$ cat config.mk
export PLATFORM = sky130hd
export DESIGN_NAME = gray_decoder_flat
export DESIGN_NICKNAME = d
export VERILOG_FILES = /design/src/rtl/gray_decoder_pkg.sv /design/src/rtl/gray_decoder_if.sv /design/src/rtl/gray_decoder_gray2bin.sv /design/src/rtl/gray_decoder.sv /design/src/flat_wrapper.sv
export SDC_FILE = /design/constraint.sdc
export NUM_CORES = 1
export LEC_CHECK = 0
export CORE_AREA = 4 4 41 43
export DETAILED_ROUTE_END_ITERATION = 8
export DIE_AREA = 0 0 45 47
export PLACE_DENSITY = 0.77
export REMOVE_ABC_BUFFERS = 1
export SYNTH_ARGS = -nofsm -noshare
export SYNTH_HDL_FRONTEND = slang
export SYNTH_SLANG_ARGS = --single-unit
$ cat constraint.sdc
create_clock -name clk_i -period 4.8 [get_ports clk_i]
set_input_delay 1.2 -clock clk_i [delete_from_list [all_inputs] [get_ports clk_i]]
set_output_delay 1.2 -clock clk_i [all_outputs]
set_load 0.02 [all_outputs]
$ cat src/rtl/gray_decoder_pkg.sv
// -----------------------------------------------------------------------------
// gray_decoder_pkg
// Shared definitions for the gray-code receive path: the default sample
// width and the decoder FSM state encoding.
// -----------------------------------------------------------------------------
package gray_decoder_pkg;

  // Default bit width of the gray input / binary output.
  localparam int GD_WIDTH = 3;

  // Decoder FSM states. The encoding is fixed so that the states can be
  // recognised on a debug bus.
  typedef enum logic [1:0] {
    ST_IDLE  = 2'b00,  // waiting for the first sample (no reference yet)
    ST_TRACK = 2'b01,  // reference held, every sample is step-checked
    ST_ERR   = 2'b10   // illegal step seen, converting only until Clear
  } gd_state_e;

endpackage : gray_decoder_pkg

$ cat src/rtl/gray_decoder_if.sv
// -----------------------------------------------------------------------------
// gray_decoder_if
// Bundles the sample input and the status outputs of gray_decoder.
//   clear     : synchronous soft clear
//   valid     : gray carries a sample this cycle
//   gray      : gray-coded sample
//   bin       : registered binary value of the last accepted sample
//   bin_valid : pulse, bin updated this cycle
//   hold      : pulse, sample equal to the previous one
//   step_err  : pulse, illegal step detected
//   error     : level, decoder in ERR
//   wrapped   : sticky, a legal max->0 step has occurred
//   locked    : level, decoder in TRACK
// Modports: master = sample source, slave = decoder.
// -----------------------------------------------------------------------------
interface gray_decoder_if #(
  parameter int WIDTH = gray_decoder_pkg::GD_WIDTH
);

  logic             clear;
  logic             valid;
  logic [WIDTH-1:0] gray;
  logic [WIDTH-1:0] bin;
  logic             bin_valid;
  logic             hold;
  logic             step_err;
  logic             error;
  logic             wrapped;
  logic             locked;

  modport master (
    output clear, valid, gray,
    input  bin, bin_valid, hold, step_err, error, wrapped, locked
  );

  modport slave (
    input  clear, valid, gray,
    output bin, bin_valid, hold, step_err, error, wrapped, locked
  );

endinterface : gray_decoder_if

$ cat src/rtl/gray_decoder_gray2bin.sv
// -----------------------------------------------------------------------------
// gray2bin
// Combinational gray-to-binary converter.
//   g_i : gray-coded input  (WIDTH bits)
//   b_o : binary output     (WIDTH bits)
// Each binary bit is the XOR of the gray bits at and above its position.
// Writing it as a reduction per bit avoids a self-referencing ripple chain.
// -----------------------------------------------------------------------------
module gray2bin #(
  parameter int WIDTH = gray_decoder_pkg::GD_WIDTH
) (
  input  logic [WIDTH-1:0] g_i,
  output logic [WIDTH-1:0] b_o
);

  for (genvar i = 0; i < WIDTH; i++) begin : g_bit
    assign b_o[i] = ^g_i[WIDTH-1:i];
  end

endmodule : gray2bin

$ cat src/rtl/gray_decoder.sv
// -----------------------------------------------------------------------------
// gray_decoder
// Receives a stream of gray codes, converts each to binary and checks that
// consecutive samples advance by exactly +1 (mod 2^WIDTH). Reports repeated
// codes, illegal steps and wrap-around.
// Ports:
//   clk_i  : clock, all state updates on the rising edge
//   rst_ni : asynchronous active-low reset
//   bus    : gray_decoder_if.slave (sample input and status outputs)
// -----------------------------------------------------------------------------
module gray_decoder
  import gray_decoder_pkg::*;
#(
  parameter int WIDTH = GD_WIDTH
) (
  input  logic                 clk_i,
  input  logic                 rst_ni,
  gray_decoder_if.slave        bus
);

  localparam logic [WIDTH-1:0] ONE = WIDTH'(1);

  gd_state_e        state_q, state_d;
  logic [WIDTH-1:0] prev_q, prev_d;
  logic [WIDTH-1:0] bin_q, bin_d;
  logic             bin_valid_q, bin_valid_d;
  logic             hold_q, hold_d;
  logic             step_err_q, step_err_d;
  logic             wrapped_q, wrapped_d;

  logic [WIDTH-1:0] sample_bin;
  logic [WIDTH-1:0] delta;

  gray2bin #(.WIDTH(WIDTH)) u_gray2bin (
    .g_i (bus.gray),
    .b_o (sample_bin)
  );

  // Modular difference; the natural WIDTH-bit wrap gives mod 2^WIDTH.
  assign delta = sample_bin - prev_q;

  always_comb begin
    // NOTE: every variable gets a default first so no path leaves one
    // unassigned; otherwise synthesis infers a latch.
    state_d     = state_q;
    prev_d      = prev_q;
    bin_d       = bin_q;
    bin_valid_d = 1'b0;
    hold_d      = 1'b0;
    step_err_d  = 1'b0;
    wrapped_d   = wrapped_q;

    if (bus.clear) begin
      // A sample arriving with clear is dropped; bin keeps its value.
      state_d   = ST_IDLE;
      prev_d    = '0;
      wrapped_d = 1'b0;
    end else if (bus.valid) begin
      unique case (state_q)
        ST_IDLE: begin
          // First sample only establishes the reference.
          prev_d      = sample_bin;
          bin_d       = sample_bin;
          bin_valid_d = 1'b1;
          state_d     = ST_TRACK;
        end
        ST_TRACK: begin
          bin_valid_d = 1'b1;
          if (delta == ONE) begin
            // delta==1 landing on 0 means the previous value was the max.
            if (sample_bin == '0) wrapped_d = 1'b1;
            prev_d = sample_bin;
            bin_d  = sample_bin;
          end else if (delta == '0) begin
            hold_d = 1'b1;
          end else begin
            // Reference is frozen; ERR does no further checking.
            step_err_d = 1'b1;
            bin_d      = sample_bin;
            state_d    = ST_ERR;
          end
        end
        ST_ERR: begin
          bin_d       = sample_bin;
          bin_valid_d = 1'b1;
        end
        default: state_d = ST_IDLE;
      endcase
    end
  end

  // NOTE: sequential state uses non-blocking assignments so all registers
  // update together from the values sampled at the same edge.
  always_ff @(posedge clk_i or negedge rst_ni) begin
    if (!rst_ni) begin
      state_q     <= ST_IDLE;
      prev_q      <= '0;
      bin_q       <= '0;
      bin_valid_q <= 1'b0;
      hold_q      <= 1'b0;
      step_err_q  <= 1'b0;
      wrapped_q   <= 1'b0;
    end else begin
      state_q     <= state_d;
      prev_q      <= prev_d;
      bin_q       <= bin_d;
      bin_valid_q <= bin_valid_d;
      hold_q      <= hold_d;
      step_err_q  <= step_err_d;
      wrapped_q   <= wrapped_d;
    end
  end

  assign bus.bin       = bin_q;
  assign bus.bin_valid = bin_valid_q;
  assign bus.hold      = hold_q;
  assign bus.step_err  = step_err_q;
  assign bus.wrapped   = wrapped_q;
  assign bus.locked    = (state_q == ST_TRACK);
  assign bus.error     = (state_q == ST_ERR);

endmodule : gray_decoder

$ cat src/flat_wrapper.sv
// flat-port wrapper written by rule: the top's interface ports become plain ports
module gray_decoder_flat import gray_decoder_pkg::*;
#(
  parameter int WIDTH = GD_WIDTH
)
  (clk_i, rst_ni, bus_clear, bus_valid, bus_gray, bus_bin, bus_bin_valid, bus_hold, bus_step_err, bus_error, bus_wrapped, bus_locked);
  gray_decoder_if #(.WIDTH(WIDTH)) bus_i ();
  input  logic clk_i;
  input  logic rst_ni;
  input wire logic [$bits(bus_i.clear)-1:0] bus_clear;
  input wire logic [$bits(bus_i.valid)-1:0] bus_valid;
  input wire logic [$bits(bus_i.gray)-1:0] bus_gray;
  output wire logic [$bits(bus_i.bin)-1:0] bus_bin;
  output wire logic [$bits(bus_i.bin_valid)-1:0] bus_bin_valid;
  output wire logic [$bits(bus_i.hold)-1:0] bus_hold;
  output wire logic [$bits(bus_i.step_err)-1:0] bus_step_err;
  output wire logic [$bits(bus_i.error)-1:0] bus_error;
  output wire logic [$bits(bus_i.wrapped)-1:0] bus_wrapped;
  output wire logic [$bits(bus_i.locked)-1:0] bus_locked;
  assign bus_i.clear = bus_clear;
  assign bus_i.valid = bus_valid;
  assign bus_i.gray = bus_gray;
  assign bus_bin = bus_i.bin;
  assign bus_bin_valid = bus_i.bin_valid;
  assign bus_hold = bus_i.hold;
  assign bus_step_err = bus_i.step_err;
  assign bus_error = bus_i.error;
  assign bus_wrapped = bus_i.wrapped;
  assign bus_locked = bus_i.locked;
  gray_decoder #(.WIDTH(WIDTH)) u_core (.clk_i(clk_i), .rst_ni(rst_ni), .bus(bus_i));
endmodule
==> key figures <==
Run status
  – Outcome: finished clean

Setup path
  – CP max stage delay: 550 ps
  – Slowest CP cell: clkdlybuf4s50_1
  – WP data arrival: 4270 ps
  – CP Capture Type: flip-flop
  – Crit path launch type: input port
  – Critical Path RT: 4970 ps
  – CP max FO: 5
  – Cells along the critical path: clkdlybuf4s50_1 -> xor2_1 -> xnor2_1 -> ha_1 -> inv_1 -> fa_1 -> xnor3_2 -> o31ai_1 -> nand2_1 -> a31o_2
  – Kind of critical path: in2reg

Min path
  – Min-delay worst type: reg2reg

Global route
  – Grt ovf: 0
  – Initial antenna violation count: 0
  – Met1 GRT Util: 0.194
  – First-pass GRT wire length: 2.17 mm
  – GRT busiest layer: met2
  – Total GRT Usage: 0.148
  – Vias in the first global route: 455
  – Met3 Usage GRT: 0.0345
  – Pin count of the biggest net entering global routing: 13
  – Met2 GRT Util: 0.215

Job
  – Maximum Capacitance Violations: 0

Finish
  – Diodes inserted: 0
  – Fin nets: 85
  – Layout Cells excl Fill: 90
  – Post-layout util: 0.647
  – Share of cells above drive strength 1: 0.173
  – Area growth syn-to-layout: 30.7%

Placed design
  – RD Place Congestion: 0.888
  – Cells after DPL: 86
  – Port bufs: 15
  – Post-DP HPWL: 937 um

Yosys
  – Number of synthesized register bits: 12
  – Mux cell area share after synthesis: 0.0505
  – Simple-gate portion of the synthesized area: 0.140
  – Leading post-synthesis cells by cell area: dfrtp_1 47%, xnor3_2 3.7%, inv_1 3.5%
  – Post-Synth XOR/XNOR Area: 0.0777
  – Seq/Total Area, Yosys: 0.466
  – Synth cell count leaders: 12 x dfrtp_1, 6 x inv_1, 4 x nand2_1, 4 x nor2_1, 3 x o31ai_1
  – Post-Synth Adder-Cell Area: 0.0505
  – Largest family of logic cells by synthesized area: compound AO/OA/AOI/OAI gates
  – Yosys top cell area share: 0.466
  – Avg Cell Area, Syn: 11.1 um2
  – Post-synth top area cell: dfrtp_1
  – Yosys cell types: 29
  – Most frequent cell after synthesis: dfrtp_1
  – Syn. warnings: 0
  – Synth Cell Area: 644 um2
  – Cell count after synthesis: 58
  – Complex-gate fraction of the synthesized area: 0.169
  – Most used DFF post-synth: dfrtp_1
  – EDFF count, synth: 0
  – Asr flop ratio synth: 1.00

Route
  – Drt via density: 5.63
  – DR vias: 507
  – # DRC: 0
  – Drt wl/cell: 14.3 um
  – Pre-antenna DRT Iters: 4
  – ANT nets after route: 0
  – Initial detailed-routing violation count: 13
  – WL final: 1.29 mm

Clocking
  – H-tree levels: 1
  – Worst-case clock buffer depth: 2
  – Setup Fix Bufs, Post-CTS: 0
  – Clock slew at reported path FFs: 80 ps
  – CTS buffer count: 3
  – CTS Hold Bufs: 0
  – CTS tree: yes
  – Clock Latency Late Sink: 270 ps
  – Clock Tree Root: clkbuf_4
  – CTS Sinks: 12
  – PostCTS Resize Cnt: 0

Timing
  – FMAX: 244 MHz
  – Setup_tns: 0 ps
  – Worst slew pin tran: 540 ps
  – Final Hold Viols: 0
  – Min Tclk post-route: 4100 ps
  – Layout Skew: 3.95 ps
  – Crit share post-route: 0.855
  – RSZ-0062 raised after global routing: no
  – Max Slew Vio Count: 0
  – Setup violators final: 0
  – Worst slew margin: 0.639

Floorplan
  – Placeable Area: 1300 um2
  – Die area: 2120 um2
  – Top Ports: 16
  – Die Height: 47 um
  – Die X: 45 um
  – Cell Rows: 13
  – Initial Util: 0.495

Power and ir drop
  – Peak supply drop: 0.214 mV
  – Leakage: 0.382 nW
  – Pwr per Cell Area: 355 nW/um2
-- final timing paths --
kind | startpoint | end | slack (ps) | cells after the start
min reg2reg | u_core.bus.bin[2] | u_core.bus.bin[2] | 510 | 1
min | u_core.bus.bin[2] | u_core.bus.bin[2] | 510 | 1
max reg2reg | u_core.prev_q[0] | u_core.prev_q[2] | 2520 | 7
min in group asynchronous | rst_ni | u_core.prev_q[2] | 1270 | 1
max | bus_gray[2] | u_core.prev_q[2] | 700 | 10
max in group asynchronous | rst_ni | u_core.prev_q[1] | 3170 | 1
-- critical path: cells and delay by family --
family,cells,cell delay [ps]
xor+xnor,3,1040
compound gates,2,660
fa+ha+maj,2,610
buf+inv,2,590
simple gates,1,170
-- routing by layer --
| metal | vias up | wire, um |
|---|---|---|
| li1 | 239 | - |
| met2 | 21 | 523 |
| met3 | 7 | 113 |
| met1 | 240 | 607 |
| met4 | 0 | 44 |
| met5 | - | 0 |
-- registers in the layout (all words and copies together), names as in the netlist --
signal and flops:
u_core.bus.bin 3, u_core.prev_q 3, u_core.state_q 2, u_core.bus.bin_valid 1
u_core.bus.hold 1, u_core.bus.step_err 1, u_core.bus.wrapped 1
-- where the power goes --
group	internal, mW	leakage, nW	switching (mW)
Sequential	0.113	0.156	0.00848
Combinational	0.0473	0.205	0.0506
Clock	0.0461	0.0210	0.0342
Total	0.206	0.382	0.0933
-- stage by stage --
step	hold slack [ps]	worst slack, ps	power, mW	cell area, um2
final	510	696	0.299	842
after global routing	544	488	0.317	842
after CTS	516	695	0.301	842
after detailed placement	497	413	0.220	806
after global placement	488	433	0.218	806
after floorplan	540	1190	0.184	637
-- cell families (layout without fill, tap and decap cells) --
| kind of cell | count (synthesis) | in the layout |
|---|---|---|
| AND/OR/NAND/NOR | 17 | 17 |
| AO/OA/AOI/OAI | 12 | 12 |
| flip-flops | 12 | 12 |
| buffers and inverters | 8 | 25 |
| XOR/XNOR | 4 | 4 |
| multiplexers | 3 | 3 |
| adder cells (fa/ha/maj) | 2 | 2 |
-- cell usage in the layout, fill, tap and decap left out, types with 2 or more instances in the layout --
cell and count:
o31ai_1 3, dfrtp_1 12, xor2_1 2, mux2_2 2
nor2_1 4, nor3_1 2, nand2_1 4, clkbuf_4 3
clkdlybuf4s50_1 15, nor2b_1 2, inv_1 6
-- final cells by class --
class	instances	area (um2)
sequential	12	300
multi-input combinational	38	314
inverter	6	22.5
timing repair buffer	15	150
clock buffer	4	36.3
fill	112	459
tap	15	18.8
No activity file was read; power rests on OpenSTA's default activity.
